[config.mk]
export PLATFORM = sky130hd
export DESIGN_NAME = actuador_puertas_flat
export DESIGN_NICKNAME = d
export VERILOG_FILES = /design/src/rtl/puertas_pkg.sv /design/src/rtl/actuador_puertas_if.sv /design/src/rtl/temporizador_puertas.sv /design/src/rtl/actuador_puertas.sv /design/src/flat_wrapper.sv
export SDC_FILE = /design/constraint.sdc
export NUM_CORES = 1
export LEC_CHECK = 0
export ABC_AREA = 1
export CAP_MARGIN = 10
export CELL_PAD_IN_SITES_DETAIL_PLACEMENT = 2
export CELL_PAD_IN_SITES_GLOBAL_PLACEMENT = 2
export CORE_ASPECT_RATIO = 0.8
export CORE_UTILIZATION = 26
export CTS_CLUSTER_SIZE = 25
export DETAILED_ROUTE_END_ITERATION = 6
export GPL_TIMING_DRIVEN = 0
export PLACE_DENSITY = 0.82
export SYNTH_ARGS = -nofsm -noshare
export SYNTH_HDL_FRONTEND = slang
export SYNTH_SLANG_ARGS = --single-unit
[constraint.sdc]
create_clock -name clk -period 1.43 [get_ports clk]
set_clock_uncertainty 0.1 [all_clocks]
set_input_delay 0.286 -clock clk [delete_from_list [all_inputs] [get_ports clk]]
set_output_delay 0.286 -clock clk [all_outputs]
set_load 0.01 [all_outputs]
[src/rtl/puertas_pkg.sv]
// Shared encodings for the door controller and the door actuator stage.
package puertas_pkg;

  typedef enum logic [1:0] {
    PU_CERRADAS   = 2'b00,
    PU_ABIERTAS   = 2'b01,
    PU_CERRANDOSE = 2'b10,
    PU_ABRIENDOSE = 2'b11
  } puertas_e;

  // 2'b11 is deliberately absent: it must decode as no command.
  typedef enum logic [1:0] {
    CMD_NADA   = 2'b00,
    CMD_ABRIR  = 2'b01,
    CMD_CERRAR = 2'b10
  } cmd_e;

endpackage

[src/rtl/actuador_puertas_if.sv]
// Controller <-> door actuator link: command and sensor in, status and drives out.
interface actuador_puertas_if #(
  parameter int PW = 4
);
  logic [1:0]    cmd;
  logic          sensor;
  logic [1:0]    puertas;
  logic          timeout;
  logic [PW-1:0] pos;
  logic          motor_abrir;
  logic          motor_cerrar;
  logic          cerradas_ok;

  modport master (
    output cmd, sensor,
    input  puertas, timeout, pos, motor_abrir, motor_cerrar, cerradas_ok
  );

  modport slave (
    input  cmd, sensor,
    output puertas, timeout, pos, motor_abrir, motor_cerrar, cerradas_ok
  );
endinterface

[src/rtl/temporizador_puertas.sv]
// Saturating open-dwell counter; expirado flags that the dwell limit has been reached.
module temporizador_puertas #(
  parameter int T_OPEN = 50,
  parameter int DW     = 6
) (
  input  logic clk,
  input  logic rst_n,
  input  logic clr,
  input  logic en,
  output logic expirado
);
  localparam logic [DW-1:0] LIMITE = DW'(T_OPEN);

  logic [DW-1:0] dwell_q;

  // NOTE: sequential state uses non-blocking (<=) so every register samples pre-edge values.
  always_ff @(posedge clk or negedge rst_n) begin
    if (!rst_n) begin
      dwell_q <= '0;
    end else if (clr) begin
      dwell_q <= '0;
    end else if (en && (dwell_q != LIMITE)) begin
      dwell_q <= dwell_q + 1'b1;
    end
  end

  assign expirado = (dwell_q == LIMITE);

endmodule

[src/rtl/actuador_puertas.sv]
// Door mechanism model: status FSM (the status register is the state), position counter
// and dwell timer, with motor strobes and the closed-and-latched interlock.
module actuador_puertas
  import puertas_pkg::*;
#(
  parameter int T_MOVE = 8,
  parameter int T_OPEN = 50,
  parameter int PW     = 4,
  parameter int DW     = 6
) (
  input  logic               clk,
  input  logic               rst_n,
  actuador_puertas_if.slave  bus
);
  localparam logic [PW-1:0] POS_ABIERTA = PW'(T_MOVE);
  localparam logic [PW-1:0] POS_CASI    = PW'(T_MOVE - 1);

  puertas_e      state_q, state_d;
  logic [PW-1:0] pos_q, pos_d;
  logic          abrir, cerrar;
  logic          dwell_clr, dwell_en, expirado;

  assign abrir  = (bus.cmd == CMD_ABRIR);
  assign cerrar = (bus.cmd == CMD_CERRAR);

  always_ff @(posedge clk or negedge rst_n) begin
    if (!rst_n) begin
      state_q <= PU_CERRADAS;
      pos_q   <= '0;
    end else begin
      state_q <= state_d;
      pos_q   <= pos_d;
    end
  end

  // NOTE: defaults first so every path assigns state_d/pos_d and no latch is inferred.
  always_comb begin
    state_d = state_q;
    pos_d   = pos_q;
    unique case (state_q)
      PU_CERRADAS: begin
        if (abrir) state_d = PU_ABRIENDOSE;
      end
      PU_ABRIENDOSE: begin
        if (cerrar && !bus.sensor) begin
          state_d = PU_CERRANDOSE;
        end else if (pos_q >= POS_CASI) begin
          // >= also catches a reversal taken at the fully-open position.
          pos_d   = POS_ABIERTA;
          state_d = PU_ABIERTAS;
        end else begin
          pos_d = pos_q + 1'b1;
        end
      end
      PU_ABIERTAS: begin
        if (cerrar) state_d = PU_CERRANDOSE;
      end
      PU_CERRANDOSE: begin
        if (bus.sensor || abrir) begin
          state_d = PU_ABRIENDOSE;
        end else if (pos_q <= PW'(1)) begin
          // <= also catches a close reversed at pos 0, keeping pos from wrapping.
          pos_d   = '0;
          state_d = PU_CERRADAS;
        end else begin
          pos_d = pos_q - 1'b1;
        end
      end
      default: state_d = PU_CERRADAS;
    endcase
  end

  // Dwell only runs while resting open; anything else holds it at zero, so it
  // is already zero on the edge that enters the open state.
  assign dwell_en  = (state_q == PU_ABIERTAS);
  assign dwell_clr = !dwell_en || bus.sensor || abrir || cerrar;

  temporizador_puertas #(
    .T_OPEN (T_OPEN),
    .DW     (DW)
  ) u_temporizador (
    .clk      (clk),
    .rst_n    (rst_n),
    .clr      (dwell_clr),
    .en       (dwell_en),
    .expirado (expirado)
  );

  assign bus.puertas      = state_q;
  assign bus.pos          = pos_q;
  assign bus.timeout      = (state_q == PU_ABIERTAS) && expirado;
  assign bus.motor_abrir  = (state_q == PU_ABRIENDOSE);
  assign bus.motor_cerrar = (state_q == PU_CERRANDOSE);
  assign bus.cerradas_ok  = (state_q == PU_CERRADAS) && (pos_q == '0);

endmodule

[src/flat_wrapper.sv]
// flat-port wrapper written by rule: the top's interface ports become plain ports
module actuador_puertas_flat import puertas_pkg::*;
#(
  parameter int T_MOVE = 8,
  parameter int T_OPEN = 50,
  parameter int PW     = 4,
  parameter int DW     = 6
)
  (clk, rst_n, bus_cmd, bus_sensor, bus_puertas, bus_timeout, bus_pos, bus_motor_abrir, bus_motor_cerrar, bus_cerradas_ok);
  actuador_puertas_if #(.PW(PW)) bus_i ();
  input  logic clk;
  input  logic rst_n;
  input wire logic [$bits(bus_i.cmd)-1:0] bus_cmd;
  input wire logic [$bits(bus_i.sensor)-1:0] bus_sensor;
  output wire logic [$bits(bus_i.puertas)-1:0] bus_puertas;
  output wire logic [$bits(bus_i.timeout)-1:0] bus_timeout;
  output wire logic [$bits(bus_i.pos)-1:0] bus_pos;
  output wire logic [$bits(bus_i.motor_abrir)-1:0] bus_motor_abrir;
  output wire logic [$bits(bus_i.motor_cerrar)-1:0] bus_motor_cerrar;
  output wire logic [$bits(bus_i.cerradas_ok)-1:0] bus_cerradas_ok;
  assign bus_i.cmd = bus_cmd;
  assign bus_i.sensor = bus_sensor;
  assign bus_puertas = bus_i.puertas;
  assign bus_timeout = bus_i.timeout;
  assign bus_pos = bus_i.pos;
  assign bus_motor_abrir = bus_i.motor_abrir;
  assign bus_motor_cerrar = bus_i.motor_cerrar;
  assign bus_cerradas_ok = bus_i.cerradas_ok;
  actuador_puertas #(.T_MOVE(T_MOVE), .T_OPEN(T_OPEN), .PW(PW), .DW(DW)) u_core (.clk(clk), .rst_n(rst_n), .bus(bus_i));
endmodule
==> results of run 1 <==
-- cell families (layout without fill, tap and decap cells) --
| group | after synthesis | count (layout) | synth area share |
|---|---|---|---|
| and+or+nand+nor | 72 | 72 | 0.388 |
| AOI/OAI and AO/OA | 10 | 10 | 0.0691 |
| DFF | 12 | 12 | 0.339 |
| buffers and inverters | 21 | 63 | 0.0903 |
| adders and majority gates | 6 | 6 | 0.0846 |
| xor gates and xnor gates | 3 | 3 | 0.0296 |
-- path summary, 6_finish.rpt --
kind | from | to | slack, ns
worst max-delay path | u_core.u_temporizador.dwell_q[0] | bus_timeout | -0.37
worst min-delay path | rst_n | u_core.u_temporizador.dwell_q[0] | 0.31
worst max register to register | u_core.bus.pos[1] | u_core.bus.puertas[1] | -0.23
worst min register to register | u_core.u_temporizador.dwell_q[5] | u_core.u_temporizador.dwell_q[5] | 0.52
max in group asynchronous | rst_n | u_core.bus.puertas[0] | 0.49
min in group clk | u_core.u_temporizador.dwell_q[5] | u_core.u_temporizador.dwell_q[5] | 0.52
-- cell usage after synthesis --
library cell,number,share of area
and3_1,1,0.0071
nand3b_1,1,0.0085
nand2_4,1,0.013
nand2_2,2,0.014
nor2_1,12,0.051
a21oi_1,3,0.017
nand3_1,14,0.079
ha_1,6,0.085
nor2_4,3,0.038
dfrtp_1,12,0.34
nand3_2,1,0.011
xor2_1,2,0.020
nor3_1,1,0.0056
buf_2,1,0.0056
nand4_1,2,0.014
inv_2,2,0.0085
o21ai_2,3,0.030
o21ai_0,4,0.023
nand2_1,33,0.14
xnor2_1,1,0.0099
inv_1,18,0.076
nor4_1,1,0.0071
-- power breakdown --
group / internal (mW) / total, mW / switching (mW) / leakage [nW]
Combinational: 0.976 / 2.27 / 1.30 / 0.573
Sequential: 0.436 / 0.530 / 0.0941 / 0.152
Clock: 0.196 / 0.319 / 0.124 / 0.0228
-- per-layer routing --
metal  vias up  GRT usage
met5         -          0
met4         0     0.0355
met3         2     0.0333
met2        18      0.473
met1       520      0.301
li1        474          -
-- state kept, by name (all words and copies together) (netlist names) --
signal / flops
u_core.bus.pos: 4
u_core.bus.puertas: 2
u_core.u_temporizador.dwell_q: 6
-- what timing repair did --
item,in CTS,in global routing
endpoints found under the hold margin,0,0
setup endpoints to repair,21,19
hold buffers,0,0
setup buffers,18,6
resized for setup,89,26
pin swaps,15,15
-- per-stage QoR --
stage                     instance area (µm²)  power [mW]  setup WS (ns)
after floorplan                           893        1.29         0.0218
after global placement                   1080        1.69         -0.577
after detailed placement                 1080        1.79         -0.664
after CTS                                1440        2.75         -0.369
after global routing                     1580        3.31         -0.439
final                                    1580        3.12         -0.372
-- placed cells by master (no fill, tap or decap), drive strengths merged --
cell type / count
buf: 30
nor3: 1
a21oi: 3
dlygate4sd2: 5
nor4: 1
xor2: 2
nand2: 36
dfrtp: 12
nand3: 15
inv: 20
nand3b: 1
nor2: 15
and3: 1
o21ai: 7
clkbuf: 7
clkdlybuf4s50: 1
xnor2: 1
ha: 6
nand4: 2
-- final cells by class --
class                   instances  share of cell area
repair buffers                 38               0.215
inverters                      20              0.0588
multi-input cells              91               0.464
flip-flops and latches         12               0.195
plain buffers                   1             0.00715
well taps                      40              0.0318
clock buffers                   4              0.0286
==> impl_metrics.json, run 1 <==
{
  "met3_length_um": 127,
  "drt-met1-wl_um": 1850,
  "num_vias": 1014,
  "tns_ns": -1.57,
  "cap_violations": 0,
  "yosysSeqAreaShare": 0.339,
  "setup_ws_ns": -0.372,
  "crit_path_max_fanout": 2,
  "highest_layer": "met4",
  "clock_sinks": 12,
  "final_antenna_net_count": 0,
  "hold_slack_ns": 0.313,
  "max_freq_mhz": 555,
  "fp.dieArea_um2": 3650,
  "clk_latency_ns": 0.24,
  "peakVddDrop_mv": 0.900,
  "firstDrtPassIters": 4,
  "crit_chain": "inv_2 > ha_4 > nand3_4 > nor2_4 > inv_2 > nor2_2 > buf_2",
  "setup.worst_path.class": "flip-flop to primary output",
  "clk_pin_slew_worst_paths_ns": 0.06,
  "die_y_um": 54.2,
  "p_per_area_nw_per_um2": 1980,
  "yosys.cell_types.count": 22,
  "synthesis.area_um2": 887,
  "yosys_warnings": 0,
  "rsz0062_at_grt": "true",
  "root_buffer": "clkbuf_8",
  "grt_overflow": 0,
  "wl_met2_um": 2190,
  "numCtsBuffers": 3,
  "utilization": 0.496,
  "start_util": 0.279,
  "final_nets": 178,
  "cp_slowest_cell": "dfrtp_1",
  "gp_congestion": 0.791,
  "syn_avg_cell_area_um2": 7.15,
  "placementRows": 18,
  "area_growth_pct": 77.6,
  "dr.first_iter.drc_count": 18,
  "drt-vias-per-instance": 4.92,
  "route.detailed.drc": 0,
  "syn-num-nets": 135,
  "die_w_um": 67.3,
  "fillers": 347,
  "syn_inst": 124,
  "synth_seq_cells": 12,
  "startpoint_type": "flip-flop",
  "finalHoldViolCount": 0,
  "grt_usage": 0.247,
  "ff_latch_area_um2": 307,
  "n_antenna_cell": 0,
  "cts-htree-levels": 1,
  "relSlewSlack": 0.613,
  "required_ns": 1.04,
  "cts_buffer_depth": 2,
  "antenna_found_initial": 0,
  "slowest_delay_ns": 0.41,
  "hp-class": "input port to asynchronous set/reset pin",
  "min_period_over_period": 1.26,
  "wl_um": 4200,
  "path_delay_family": "flip-flops",
  "wire_per_inst_um": 20.4,
  "setup_viol": 12,
  "cts_tree": "built",
  "io_pins": 15,
  "grt_pass1_vias": 1144,
  "tightest_slew_ns": 0.579,
  "crit_arrival_ns": 1.42,
  "drv_slew": 0,
  "multi_input_area_um2": 731,
  "grt_max_degree": 13,
  "path_common_cell": "inv_2",
  "dp_hpwl_um": 2230,
  "final-instance-count-excl-fill": 206,
  "critical_path_cell_count": 7,
  "status": "finished, violations left",
  "cp_num_buf_inv": 3,
  "violations": "setup timing",
  "ff2ff_path_depth": 6,
  "cp-end-kind": "primary output",
  "core-area_um2": 3180,
  "layout_min_cycle_time_ns": 1.80,
  "grt_pass1_wl_um": 6270,
  "dp_cells": 178,
  "drive_above_1_share": 0.554,
  "numPortBuffers": 14,
  "power_leakage_nw": 0.748
}
Power figures use the tool's default switching activity.
==> run 2: changes to the inputs <==
--- a/config.mk
+++ b/config.mk
@@ -5,16 +5,16 @@
 export SDC_FILE = /design/constraint.sdc
 export NUM_CORES = 1
 export LEC_CHECK = 0
-export ABC_AREA = 1
+export ABC_AREA = 0
 export CAP_MARGIN = 10
 export CELL_PAD_IN_SITES_DETAIL_PLACEMENT = 2
 export CELL_PAD_IN_SITES_GLOBAL_PLACEMENT = 2
 export CORE_ASPECT_RATIO = 0.8
-export CORE_UTILIZATION = 26
+export CORE_UTILIZATION = 27
 export CTS_CLUSTER_SIZE = 25
 export DETAILED_ROUTE_END_ITERATION = 6
 export GPL_TIMING_DRIVEN = 0
-export PLACE_DENSITY = 0.82
+export PLACE_DENSITY = 0.8
 export SYNTH_ARGS = -nofsm -noshare
 export SYNTH_HDL_FRONTEND = slang
 export SYNTH_SLANG_ARGS = --single-unit
==> run 2 against run 1 <==
Compared with the run above:
- the run still ends with setup timing left
- total power decreased by 13%
- via count fell by 14%
- wire length down 13%
- cell count down 16%
- sequential share of layout area increased by 1.4 points
- worst hold slack gained 0.020 ns
- critical endpoint unchanged
- non-clock buffer count increased by 6
- fmax is 7.7% higher
- combinational power is 19% lower
==> impl_metrics.json, run 2 <==
{
  "drive_above_1_share": 0.630,
  "syn_inst": 87,
  "required_ns": 1.04,
  "utilization": 0.531,
  "synth_area_leaders": "dfrtp_1, ha_1, nor2_1",
  "firstDrtPassIters": 4,
  "grtUsageMet2": 0.480,
  "p_per_area_nw_per_um2": 1830,
  "postCtsHoldBufs": 0,
  "fp.dieArea_um2": 3200,
  "wire_per_inst_um": 21.0,
  "synth-xor-area-share": 0.0435,
  "synth_seq_cells": 12,
  "dp_cells": 139,
  "placementRows": 17,
  "numCtsBuffers": 3,
  "met1_usage": 0.269,
  "violations": "setup timing",
  "start_util": 0.289,
  "die_y_um": 50.8,
  "n_antenna_cell": 0,
  "tightest_slew_ns": 0.646,
  "grt_usage": 0.238,
  "peakVddDrop_mv": 0.794,
  "finalHoldViolCount": 0,
  "yosysSeqAreaShare": 0.373,
  "gp_congestion": 0.821,
  "cap_violations": 0,
  "dr.first_iter.drc_count": 28,
  "crit_arrival_ns": 1.29,
  "core-area_um2": 2790,
  "synth_top_family_by_area": "simple AND/OR/NAND/NOR gates",
  "cts-htree-levels": 1,
  "setup_ws_ns": -0.244,
  "dp_hpwl_um": 1650,
  "pre_cts_slack_ns": -0.698,
  "cts_buffer_depth": 2,
  "yosys.cell_types.count": 33,
  "largest-register": "u_core.u_temporizador.dwell_q",
  "area_growth_pct": 83.8,
  "die_w_um": 63.0,
  "yosys.area.top_type": "dfrtp_1",
  "wl_um": 3630,
  "layout_common_cells": "buf_4, buf_6, nor2_1, dfrtp_2, dfrtp_1",
  "tns_ns": -2.16,
  "num_vias": 870,
  "clock_sinks": 12,
  "mostFrequentLayoutCell": "buf_4",
  "busiest_layer": "met2",
  "antenna_found_initial": 0,
  "clk_latency_ns": 0.25,
  "synth_edf_count": 0,
  "setup.worst_path.class": "flip-flop to primary output",
  "synth_top_area_frac": 0.373,
  "rsz0062_at_grt": "true",
  "relSlewSlack": 0.568,
  "layout_min_cycle_time_ns": 1.67,
  "syn_avg_cell_area_um2": 9.25,
  "ys.flop_type": "dfrtp_1",
  "muxShareOfSynthArea": 0.0124,
  "root_buffer": "clkbuf_8",
  "drv_slew": 0,
  "cts_tree": "built",
  "numPortBuffers": 14,
  "cp-end-kind": "primary output",
  "hp-class": "input port to asynchronous set/reset pin",
  "max_freq_mhz": 597,
  "power_mw": 2.71,
  "grt_max_degree": 13,
  "synthAdderAreaFrac": 0.0933,
  "grt_pass1_vias": 954,
  "synth_compound_area_frac": 0.162,
  "io_pins": 15,
  "synthesis.area_um2": 805,
  "final-instance-count-excl-fill": 173,
  "min_period_over_period": 1.17,
  "crit_path_max_fanout": 2,
  "final_nets": 147,
  "status": "finished, violations left",
  "async_reset_ff_frac": 1.00,
  "setup_viol": 16,
  "yosys_warnings": 0,
  "startpoint_type": "flip-flop",
  "synthSimpleGateAreaFrac": 0.277,
  "largest_reg_flops": 6,
  "clk_pin_slew_worst_paths_ns": 0.07,
  "grt_overflow": 0,
  "grt_pass1_wl_um": 5600,
  "syn-num-nets": 98,
  "drt-vias-per-instance": 5.03,
  "power_leakage_nw": 0.676,
  "yosysMostFrequentCell": "nor2_1",
  "use_met3": 0.0268,
  "route.detailed.drc": 0,
  "synth_commonest_cells": "nor2_1, dfrtp_1, a21oi_1, inv_1, ha_1",
  "final_antenna_net_count": 0
}
==> run 2: changes by cell type after synthesis, moves of 2 or more <==
cell,before,now
o21ai_0,4,2
nand2b_1,0,2
inv_2,2,0
inv_1,18,7
nor3_1,1,5
nand3_1,14,3
o21ai_2,3,0
nand2_1,33,2
nor2_4,3,0
a21oi_1,3,7
nand2_2,2,0
and4_1,0,2
o211ai_1,0,2
==> run 2: cells by family after synthesis <==
family          after synthesis
compound gates               17
xor+xnor                      4
fa+ha+maj                     6
buf+inv                       8
flops                        12
mux                           1
simple gates                 39
==> run 2: per-layer routing <==
metal / up-vias / share of wire
met2: 17 / 0.54
met4: 0 / 0.0066
met1: 445 / 0.43
met3: 4 / 0.021
met5: - / 0
li1: 404 / -
==> run 2: final timing paths <==
kind	from	to	slack (ns)	cells after the start
max	u_core.u_temporizador.dwell_q[0]	bus_timeout	-0.24	5
min	rst_n	u_core.bus.pos[0]	0.33	1
max reg2reg	u_core.bus.pos[0]	u_core.bus.pos[3]	-0.24	6
min reg2reg	u_core.bus.pos[0]	u_core.bus.pos[0]	0.51	2
max in group asynchronous	rst_n	u_core.bus.pos[3]	0.42	1
min in group clk	bus_cmd[0]	u_core.bus.puertas[0]	0.41	3
==> run 2: worst max-delay path, stage by stage, from the launching register on <==
cell and delay, ns:
dfrtp_1 0.40, inv_1 0.07, ha_1 0.15, nand4_1 0.14
nor2_1 0.14, buf_2 0.14
==> run 2: report_power, final <==
part / internal [mW] / switching [mW] / leakage (nW)
Clock: 0.196 / 0.135 / 0.0228
Sequential: 0.429 / 0.124 / 0.150
Combinational: 0.941 / 0.885 / 0.504
==> run 2: layout make-up <==
type / count / area (µm²)
multi-input cells: 67 / 641
clock buffers: 4 / 45.0
well taps: 38 / 47.5
flip-flops and latches: 12 / 308
fillers: 289 / 1310
repair buffers: 45 / 404
inverters: 7 / 33.8
==> run 2: per-stage QoR <==
step / hold slack [ns] / instance area (µm²)
after floorplan: -0.110 / 850
after global placement: 0.443 / 1040
after detailed placement: 0.472 / 1040
after CTS: 0.346 / 1340
after global routing: 0.374 / 1480
final: 0.332 / 1480
==> run 2: timing repair <==
item | in CTS | in global routing
pin swaps | 15 | 5
gates resized for setup | 67 | 21
buffers inserted | 23 | 8
endpoints found under the setup margin | 21 | 18
==> run 3: changes to the inputs <==
--- a/config.mk
+++ b/config.mk
@@ -10,9 +10,11 @@
 export CELL_PAD_IN_SITES_DETAIL_PLACEMENT = 2
 export CELL_PAD_IN_SITES_GLOBAL_PLACEMENT = 2
 export CORE_ASPECT_RATIO = 0.8
-export CORE_UTILIZATION = 27
+export CORE_MARGIN = 1
+export CORE_UTILIZATION = 33
 export CTS_CLUSTER_SIZE = 25
 export DETAILED_ROUTE_END_ITERATION = 6
+export DONT_BUFFER_PORTS = 1
 export GPL_TIMING_DRIVEN = 0
 export PLACE_DENSITY = 0.8
 export SYNTH_ARGS = -nofsm -noshare
==> run 3 against run 2 <==
Compared with the run above:
- the run ends with DRC, setup timing left
- critical endpoint unchanged
- largest cell class unchanged
- die area is 18% lower
- count of clock-buffer cells in the layout unchanged
- clock power decreased by 14%
- largest power group unchanged
- highest routed layer unchanged
==> impl_metrics.json, run 3 (same netlist as run 2, synthesis figures left out) <==
{
  "firstDrtPassIters": 6,
  "tightest_slew_ns": 0.583,
  "wl_um": 2670,
  "crit_arrival_ns": 1.32,
  "placementRows": 15,
  "wire_per_inst_um": 21.2,
  "path_delay_family": "simple AND/OR/NAND/NOR gates",
  "hold_slack_ns": 0.0601,
  "die_y_um": 46.2,
  "grt_overflow": 0,
  "p_per_area_nw_per_um2": 1830,
  "core-area_um2": 2230,
  "setup_viol": 14,
  "grt_max_degree": 13,
  "crit_chain": "inv_1 > ha_1 > nand4_1 > nor2_2",
  "power_leakage_nw": 0.449,
  "clk_latency_ns": 0.28,
  "crit_path_max_fanout": 2,
  "ff_latch_area_um2": 308,
  "antenna_found_initial": 0,
  "startpoint_type": "flip-flop",
  "fin_area_um2": 1080,
  "slowest_delay_ns": 0.40,
  "drt-vias-per-instance": 5.80,
  "cts_buffer_depth": 2,
  "status": "finished, violations left",
  "gp_congestion": 0.686,
  "setup_ws_ns": -0.278,
  "required_ns": 1.04,
  "max_freq_mhz": 585,
  "io_pins": 15,
  "cp_slowest_cell": "dfrtp_1",
  "start_util": 0.360,
  "num_vias": 731,
  "finalHoldViolCount": 0,
  "rsz0062_at_grt": "true",
  "drive_above_1_share": 0.465,
  "dr.first_iter.drc_count": 14,
  "utilization": 0.485,
  "cts-htree-levels": 1,
  "largest-register": "u_core.u_temporizador.dwell_q",
  "clk_pin_slew_worst_paths_ns": 0.08,
  "layout_min_cycle_time_ns": 1.71,
  "mostFrequentLayoutCell": "buf_4",
  "cp-end-kind": "primary output",
  "fillers": 239,
  "numPortBuffers": 0,
  "dp_hpwl_um": 1610,
  "fp.dieArea_um2": 2640,
  "cp_num_buf_inv": 1,
  "numCtsBuffers": 3,
  "area_growth_pct": 34.5,
  "setup.worst_path.class": "flip-flop to primary output",
  "root_buffer": "clkbuf_4",
  "layout_common_cells": "buf_4, nor2_1, dfrtp_2, dfrtp_1",
  "min_period_over_period": 1.19,
  "cap_violations": 0,
  "cts_tree": "built",
  "final-instance-count-excl-fill": 126,
  "relSlewSlack": 0.610,
  "largest_reg_flops": 6,
  "grt_pass1_wl_um": 4120,
  "n_antenna_cell": 0,
  "clock_sinks": 12,
  "final_antenna_net_count": 0,
  "dp_cells": 112,
  "drv_slew": 0,
  "dpl-instance-area_um2": 881,
  "die_w_um": 57.2,
  "violations": "DRC, setup timing",
  "multi_input_area_um2": 587,
  "grt_usage": 0.226,
  "peakVddDrop_mv": 0.738,
  "hp-class": "input port to flip-flop",
  "route.detailed.drc": 2,
  "grt_pass1_vias": 748,
  "final_nets": 113
}
==> run 3: cell types whose count changed in the layout (fill, tap and decap cells not counted), sizes merged <==
cell / previous run / this run
clkdlybuf4s50: 1 / 0
clkinvlp: 0 / 1
dlygate4sd2: 4 / 0
dlygate4sd3: 0 / 1
inv: 7 / 6
clkdlybuf4s15: 3 / 0
buf: 37 / 10
==> run 3: through the flow <==
step | total power [mW] | worst slack, ns | setup TNS [ns]
floorplan | 1.13 | -0.164 | -0.718
global placement | 1.25 | -0.294 | -1.67
detailed placement | 1.31 | -0.339 | -2.26
CTS | 1.89 | -0.200 | -1.91
global route | 2.11 | -0.331 | -3.03
finish | 1.98 | -0.278 | -2.18
==> run 3: final timing paths <==
kind                                                  start                          endpoint  slack (ns)  depth (start not counted)
max                        u_core.u_temporizador.dwell_q[0]                       bus_timeout       -0.28                          4
min                                              bus_sensor             u_core.bus.puertas[0]        0.06                          2
min reg2reg                u_core.u_temporizador.dwell_q[4]  u_core.u_temporizador.dwell_q[4]        0.51                          2
max reg2reg                           u_core.bus.puertas[0]                 u_core.bus.pos[2]       -0.21                          4
min in group asynchronous                             rst_n  u_core.u_temporizador.dwell_q[2]        0.33                          1
max in group asynchronous                             rst_n             u_core.bus.puertas[0]        0.48                          1
==> run 3: cell type report <==
type / instances / share of cell area
Clock buffer: 4 / 0.0335
Tap cell: 25 / 0.0289
Sequential cell: 12 / 0.284
Inverter: 7 / 0.0324
Multi-Input combinational cell: 67 / 0.542
Timing Repair Buffer: 11 / 0.0786
==> run 3: repair_timing <==
action                                 4_1_cts  5_1_grt
hold buffers                                 1        0
gates cloned                                 0        0
endpoints found under the hold margin       12        0
pin swaps                                    7        4
setup endpoints to repair                   15       15
gates resized for setup                     18        7
buffers inserted                             9        1
==> run 3: where the power goes <==
part	switching (mW)	internal, mW	leakage (nW)
clock	0.128	0.155	0.0210
sequential	0.220	0.427	0.150
combinational	0.544	0.509	0.278
==> run 3: layer usage <==
layer,part of all wire,vias to the layer above,track usage
met5,0,-,0
met1,0.44,367,0.274
met2,0.51,17,0.384
li1,-,343,-
met3,0.041,4,0.0590
met4,0.018,0,0.107
